===== src/rtl/pipe_ctrl.sv =====
// pipe_ctrl: stall/flush sequencer for the 5-stage 16-bit pipeline.
// It combines load-use hazards, branch mispredicts and main-memory wait
// into per-stage enables and bubble inserts. It also runs the halt drain
// and keeps saturating stall/flush performance counters.
module pipe_ctrl #(
  parameter int DRAIN_CYCLES = 3,
  parameter int CNT_W        = 16
) (
  input  logic             clk,
  input  logic             reset,
  input  logic             mem_busy,
  input  logic             jump_pred_miss,
  input  logic             is_halt_ex,
  input  logic             from_main_mem_ex,
  input  logic             regwrite_ex,
  input  logic [2:0]       regwrite_adr_ex,
  input  logic [2:0]       rs_adr_id,
  input  logic [2:0]       rt_adr_id,
  input  logic             uses_rs_id,
  input  logic             uses_rt_id,
  output logic             en_pc,
  output logic             en_ifid,
  output logic             en_idex,
  output logic             en_exmem,
  output logic             en_memwb,
  output logic             flush_ifid,
  output logic             flush_idex,
  output logic             flush_exmem,
  output logic             flush_memwb,
  output logic             flushed,
  output logic             halted,
  output logic [CNT_W-1:0] stall_cnt,
  output logic [CNT_W-1:0] flush_cnt
);

  typedef enum logic [1:0] {RUN, DRAIN, HALTED} state_t;

  localparam logic [2:0] DRAIN_INIT = 3'(DRAIN_CYCLES);

  state_t     state;
  logic [2:0] drain_cnt;
  logic       loaduse;

  // Increment that sticks at all-ones instead of wrapping.
  function automatic logic [CNT_W-1:0] sat_inc(input logic [CNT_W-1:0] v);
    if (&v) return v;
    return v + {{(CNT_W-1){1'b0}}, 1'b1};
  endfunction

  // A load in EX whose destination feeds a source the ID instruction actually reads.
  assign loaduse = from_main_mem_ex & regwrite_ex &
                   ((uses_rs_id & (rs_adr_id == regwrite_adr_ex)) |
                    (uses_rt_id & (rt_adr_id == regwrite_adr_ex)));

  // Stage enables and bubble inserts, decoded from state and the current hazards.
  always_comb begin
    en_pc       = 1'b1;
    en_ifid     = 1'b1;
    en_idex     = 1'b1;
    en_exmem    = 1'b1;
    en_memwb    = 1'b1;
    flush_ifid  = 1'b0;
    flush_idex  = 1'b0;
    flush_exmem = 1'b0;
    flush_memwb = 1'b0;
    if (reset) begin
      en_pc       = 1'b0;
      en_ifid     = 1'b0;
      en_idex     = 1'b0;
      en_exmem    = 1'b0;
      en_memwb    = 1'b0;
      flush_ifid  = 1'b1;
      flush_idex  = 1'b1;
      flush_exmem = 1'b1;
      flush_memwb = 1'b1;
    end else begin
      case (state)
        RUN: begin
          if (mem_busy) begin
            en_pc    = 1'b0;
            en_ifid  = 1'b0;
            en_idex  = 1'b0;
            en_exmem = 1'b0;
            en_memwb = 1'b0;
          end else if (jump_pred_miss) begin
            // Squash the two wrong-path instructions behind the branch.
            flush_ifid = 1'b1;
            flush_idex = 1'b1;
          end else if (loaduse || is_halt_ex) begin
            // Hold fetch/decode and send a bubble into EX.
            en_pc      = 1'b0;
            en_ifid    = 1'b0;
            flush_idex = 1'b1;
          end
        end
        DRAIN: begin
          if (mem_busy) begin
            en_pc    = 1'b0;
            en_ifid  = 1'b0;
            en_idex  = 1'b0;
            en_exmem = 1'b0;
            en_memwb = 1'b0;
          end else begin
            // Only bubbles enter EX while the older instructions retire.
            en_pc      = 1'b0;
            en_ifid    = 1'b0;
            flush_idex = 1'b1;
          end
        end
        default: begin
          en_pc    = 1'b0;
          en_ifid  = 1'b0;
          en_idex  = 1'b0;
          en_exmem = 1'b0;
          en_memwb = 1'b0;
        end
      endcase
    end
  end

  // Sequencer state, drain countdown, flush pulse, halt flag and counters.
  always_ff @(posedge clk) begin
    if (reset) begin
      state     <= RUN;
      drain_cnt <= 3'd0;
      flushed   <= 1'b0;
      halted    <= 1'b0;
      stall_cnt <= '0;
      flush_cnt <= '0;
    end else begin
      flushed <= 1'b0;
      case (state)
        RUN: begin
          if (mem_busy) begin
            stall_cnt <= sat_inc(stall_cnt);
          end else if (jump_pred_miss) begin
            flushed   <= 1'b1;
            flush_cnt <= sat_inc(flush_cnt);
          end else if (loaduse) begin
            stall_cnt <= sat_inc(stall_cnt);
          end else if (is_halt_ex) begin
            state     <= DRAIN;
            drain_cnt <= DRAIN_INIT;
          end
        end
        DRAIN: begin
          if (mem_busy) begin
            stall_cnt <= sat_inc(stall_cnt);
          end else if (drain_cnt <= 3'd1) begin
            state  <= HALTED;
            halted <= 1'b1;
          end else begin
            drain_cnt <= drain_cnt - 3'd1;
          end
        end
        default: begin
          halted <= 1'b1;
        end
      endcase
    end
  end

endmodule


===== config.mk =====
export PLATFORM = sky130hd
export DESIGN_NAME = pipe_ctrl
export DESIGN_NICKNAME = d
export VERILOG_FILES = /design/src/rtl/pipe_ctrl.sv
export SDC_FILE = /design/constraint.sdc
export NUM_CORES = 1
export LEC_CHECK = 0
export ABC_AREA = 1
export BUFFER_PORTS_ARGS = -buffer_cell sky130_fd_sc_hd__buf_2
export CAP_MARGIN = 40
export CORE_MARGIN = 1.5
export CORE_UTILIZATION = 32
export CTS_CLUSTER_DIAMETER = 100
export DETAILED_ROUTE_END_ITERATION = 6
export PLACE_DENSITY_LB_ADDON = 0.15
export SKIP_LAST_GASP = 1
export SYNTH_ARGS = -nofsm -noshare
export SYNTH_HDL_FRONTEND = slang
export SYNTH_SLANG_ARGS = --single-unit

===== constraint.sdc =====
create_clock -name clk -period 2.3 [get_ports clk]
set_input_delay 0.23 -clock clk [delete_from_list [all_inputs] [get_ports clk]]
set_output_delay 0.23 -clock clk [all_outputs]
set_load 0.01 [all_outputs]

==> results.txt <==
Post-synth net total: 372
Unique cell type count in the Yosys netlist: 31
Top-level I/O count: 61
Top cells by area, synth: sky130_fd_sc_hd__dfxtp_1 34%, sky130_fd_sc_hd__nand2_1 15%, sky130_fd_sc_hd__a21oi_1 6.7%, sky130_fd_sc_hd__nand3_1 6.5%, sky130_fd_sc_hd__inv_1 6.1%
Max-Cap Viols: 0
Via count normalized by instance count: 4.51
Pre-Repair DR Iteration Count: 4
Total Wirelength: 5.63 mm
Transition time of the tightest slew-check pin: 439 ps
Number of failing setup endpoints in the final timing report: 0
Met3 Usage GRT: 0.0392
Maximum number of pins on one net before global-route repair: 23
Clock skew: 6.49 ps
Ratio of final minimum period to clock period: 0.804
Number of cell instances on the worst register-to-register path: 12
Required time of the worst setup path: 2480 ps
Detailed Route Iter0 Violations: 75
Global routing met1 resource utilization: 0.202
Post-synth top area share: 0.335
Timing endpoint of the critical path: flush_cnt[12]
Global-route wire length before repair: 9.60 mm
Width of the chip: 88.3 um
Crit Reg-Reg Endpoint: flush_cnt[12]
Share of final-layout standard cells stronger than drive strength 1: 0.201
Total standard cell area after synthesis: 0.00233 mm^2
Total Die Area: 0.00779 mm^2
Kind of launch point of the worst setup path: register
Element type at the critical path end: register
Max_slew headroom: 0.705
Clock buffer count from CTS: 5
Core Rows: 30
Result of the run: finished clean
CP max FO: 15
Power, Total: 1.43 mW
Min Tclk post-route: 1850 ps
Buffers inserted during post-CTS setup optimization: 0
Dominant cell type by area after synthesis: sky130_fd_sc_hd__dfxtp_1
Final count of hold timing violations: 0
Final antenna-violating net count: 0
Number of design rule violations left after detail routing: 0
First element of the critical path: flush_cnt[0]
Most utilized layer in the global route result: met2
CTS tree: built
Total of flip-flops plus latches after synthesis: 39
Setup TNS: 0 ps
Most frequent standard cell in the layout excluding fill and tap cells: sky130_fd_sc_hd__nand2_1
Sequential element share of the synthesized area: 0.335
Core region area: 0.00691 mm^2
Maximum vdd ir drop: 0.222 mV
Start of the worst register-to-register path: flush_cnt[0]
Met2 Usage GRT: 0.260
Leakage power summed over all cells: 1.23 nW
Number of resized instances in the post-cts repair step: 0
Number of antenna repair diodes: 0
Initial core utilization: 0.337
Cell chosen for the clock root: sky130_fd_sc_hd__clkbuf_8
Max Buffers Root-to-Sink: 2
Average cell area after synthesis: 6.65 um^2
Placed wire-length estimate: 4.18 mm
Worst-Skew Late Latency: 290 ps
Highest-count cells in the layout ignoring fill and taps: 96 x sky130_fd_sc_hd__nand2_1, 60 x sky130_fd_sc_hd__buf_2, 39 x sky130_fd_sc_hd__dfxtp_1
Vertical die dimension: 88.3 um
Overall routing resource usage: 0.155
Routed len/inst: 11.2 um
Sinks on the clock net: 39
Worst-path clk slew: 80 ps
Total via count after detailed routing: 2267
Number of standard cells after synthesis: 350
Unrepaired setup endpoints after global routing: no
Timing-limited maximum frequency: 540 MHz
Antenna violations before repair: 0
Worst reg2reg setup slack: 450 ps
HP Class: input port to register
Number of max-slew violations in the final report: 0
Nets: 428
Crit path DAT: 2030 ps
Gpl congestion: 0.801
GR Overflow Total: 0
Via count of the first global-routing pass: 2099
CTS HTree Levels: 2
Layout overhead on the synthesized area: 18.8%
Number of warning messages in the yosys log: 0
Hold-fix buffer count after cts: 0
WS Path Type: register to register
Cell area power density: 516 mW/mm^2
Number of buffers inserted by port buffering: 60
==> worst max-delay path, cell delays in order, from the launching register on <==
cell                      delay [ps]
sky130_fd_sc_hd__dfxtp_1         430
sky130_fd_sc_hd__ha_1            200
sky130_fd_sc_hd__inv_1            60
sky130_fd_sc_hd__nor2_2          140
sky130_fd_sc_hd__nand2_1         140
sky130_fd_sc_hd__nor2_4          160
sky130_fd_sc_hd__nand2_1          60
sky130_fd_sc_hd__nand2_1          90
sky130_fd_sc_hd__inv_2           120
sky130_fd_sc_hd__nand2_1         140
sky130_fd_sc_hd__o21ai_0          90
sky130_fd_sc_hd__nand2_1          60
sky130_fd_sc_hd__nor2_1           50
==> worst min path at each step <==
stage,startpoint,to,slack [ps],cells past startpoint
after floorplan,reset,flush_cnt[0],410,3
after global placement,halted,halted,450,2
after detailed placement,halted,halted,450,2
after CTS,reset,state[1],250,2
after global routing,reset,state[1],270,2
final,reset,flush_cnt[15],260,2
==> layout make-up <==
| class | instances | area (um^2) |
|---|---|---|
| Clock buffer | 8 | 100 |
| Timing Repair Buffer | 63 | 323 |
| Tap cell | 96 | 120 |
| Fill cell | 810 | 4140 |
| Inverter | 39 | 146 |
| Sequential cell | 39 | 781 |
| Multi-Input combinational cell | 258 | 1290 |
==> stage by stage <==
step / instances / hold WS [ps] / area, um^2 / setup WS [ps] / utilization
6_report: 503 / 260 / 2770 / 450 / 0.400
5_1_grt: 503 / 267 / 2770 / 264 / 0.400
2_1_floorplan: 350 / 407 / 2330 / 653 / -
3_5_place_dp: 495 / 447 / 2670 / 480 / 0.386
3_3_place_gp: 495 / 448 / 2670 / 459 / 0.386
4_1_cts: 503 / 254 / 2770 / 457 / 0.400
==> per-layer routing <==
layer,vias up,wire (um)
met5,-,0
met4,0,58
met3,5,191
met2,30,2510
met1,1002,2870
li1,1230,-
==> power breakdown <==
part           internal [mW]  total (mW)  switching, mW
combinational         0.0710       0.201          0.130
sequential             0.690       0.705         0.0148
clock                  0.274       0.520          0.246
total                   1.04        1.43          0.391
==> sequential cells by signal (all words and copies together) (netlist names) <==
register   count
flush_cnt     16
drain_cnt      3
halted         1
state          2
flushed        1
stall_cnt     16
==> cell usage after synthesis <==
cell type / n
sky130_fd_sc_hd__nand2_4: 1
sky130_fd_sc_hd__nor2_4: 2
sky130_fd_sc_hd__nor3_1: 10
sky130_fd_sc_hd__nor2_2: 2
sky130_fd_sc_hd__nor3_2: 1
sky130_fd_sc_hd__nand2_1: 96
sky130_fd_sc_hd__dfxtp_1: 39
sky130_fd_sc_hd__nor3b_1: 3
sky130_fd_sc_hd__a21oi_1: 31
sky130_fd_sc_hd__buf_4: 7
sky130_fd_sc_hd__a31oi_1: 2
sky130_fd_sc_hd__or2_2: 1
sky130_fd_sc_hd__nand3_1: 30
sky130_fd_sc_hd__ha_1: 4
sky130_fd_sc_hd__xor2_1: 8
sky130_fd_sc_hd__nand4_1: 4
sky130_fd_sc_hd__a21o_1: 2
sky130_fd_sc_hd__buf_8: 1
sky130_fd_sc_hd__o21a_1: 1
sky130_fd_sc_hd__nand2_2: 2
sky130_fd_sc_hd__xnor2_1: 9
sky130_fd_sc_hd__buf_6: 2
sky130_fd_sc_hd__and3_1: 1
sky130_fd_sc_hd__inv_2: 1
sky130_fd_sc_hd__nor2_1: 35
sky130_fd_sc_hd__o21bai_1: 2
sky130_fd_sc_hd__a21oi_4: 1
sky130_fd_sc_hd__inv_1: 38
sky130_fd_sc_hd__a21oi_2: 1
sky130_fd_sc_hd__o21ai_0: 9
sky130_fd_sc_hd__clkbuf_1: 4
==> cells by family (layout without fill, tap and decap cells) <==
kind of cell / count (synthesis) / in the layout / share of synthesized area
and+or+nand+nor: 188 / 188 / 0.353
buffers and inverters: 53 / 110 / 0.108
AOI/OAI and AO/OA: 49 / 49 / 0.118
DFF: 39 / 39 / 0.335
xor gates and xnor gates: 17 / 17 / 0.0640
adders and majority gates: 4 / 4 / 0.0215
Note: power is estimated with default switching activity, not from simulation.
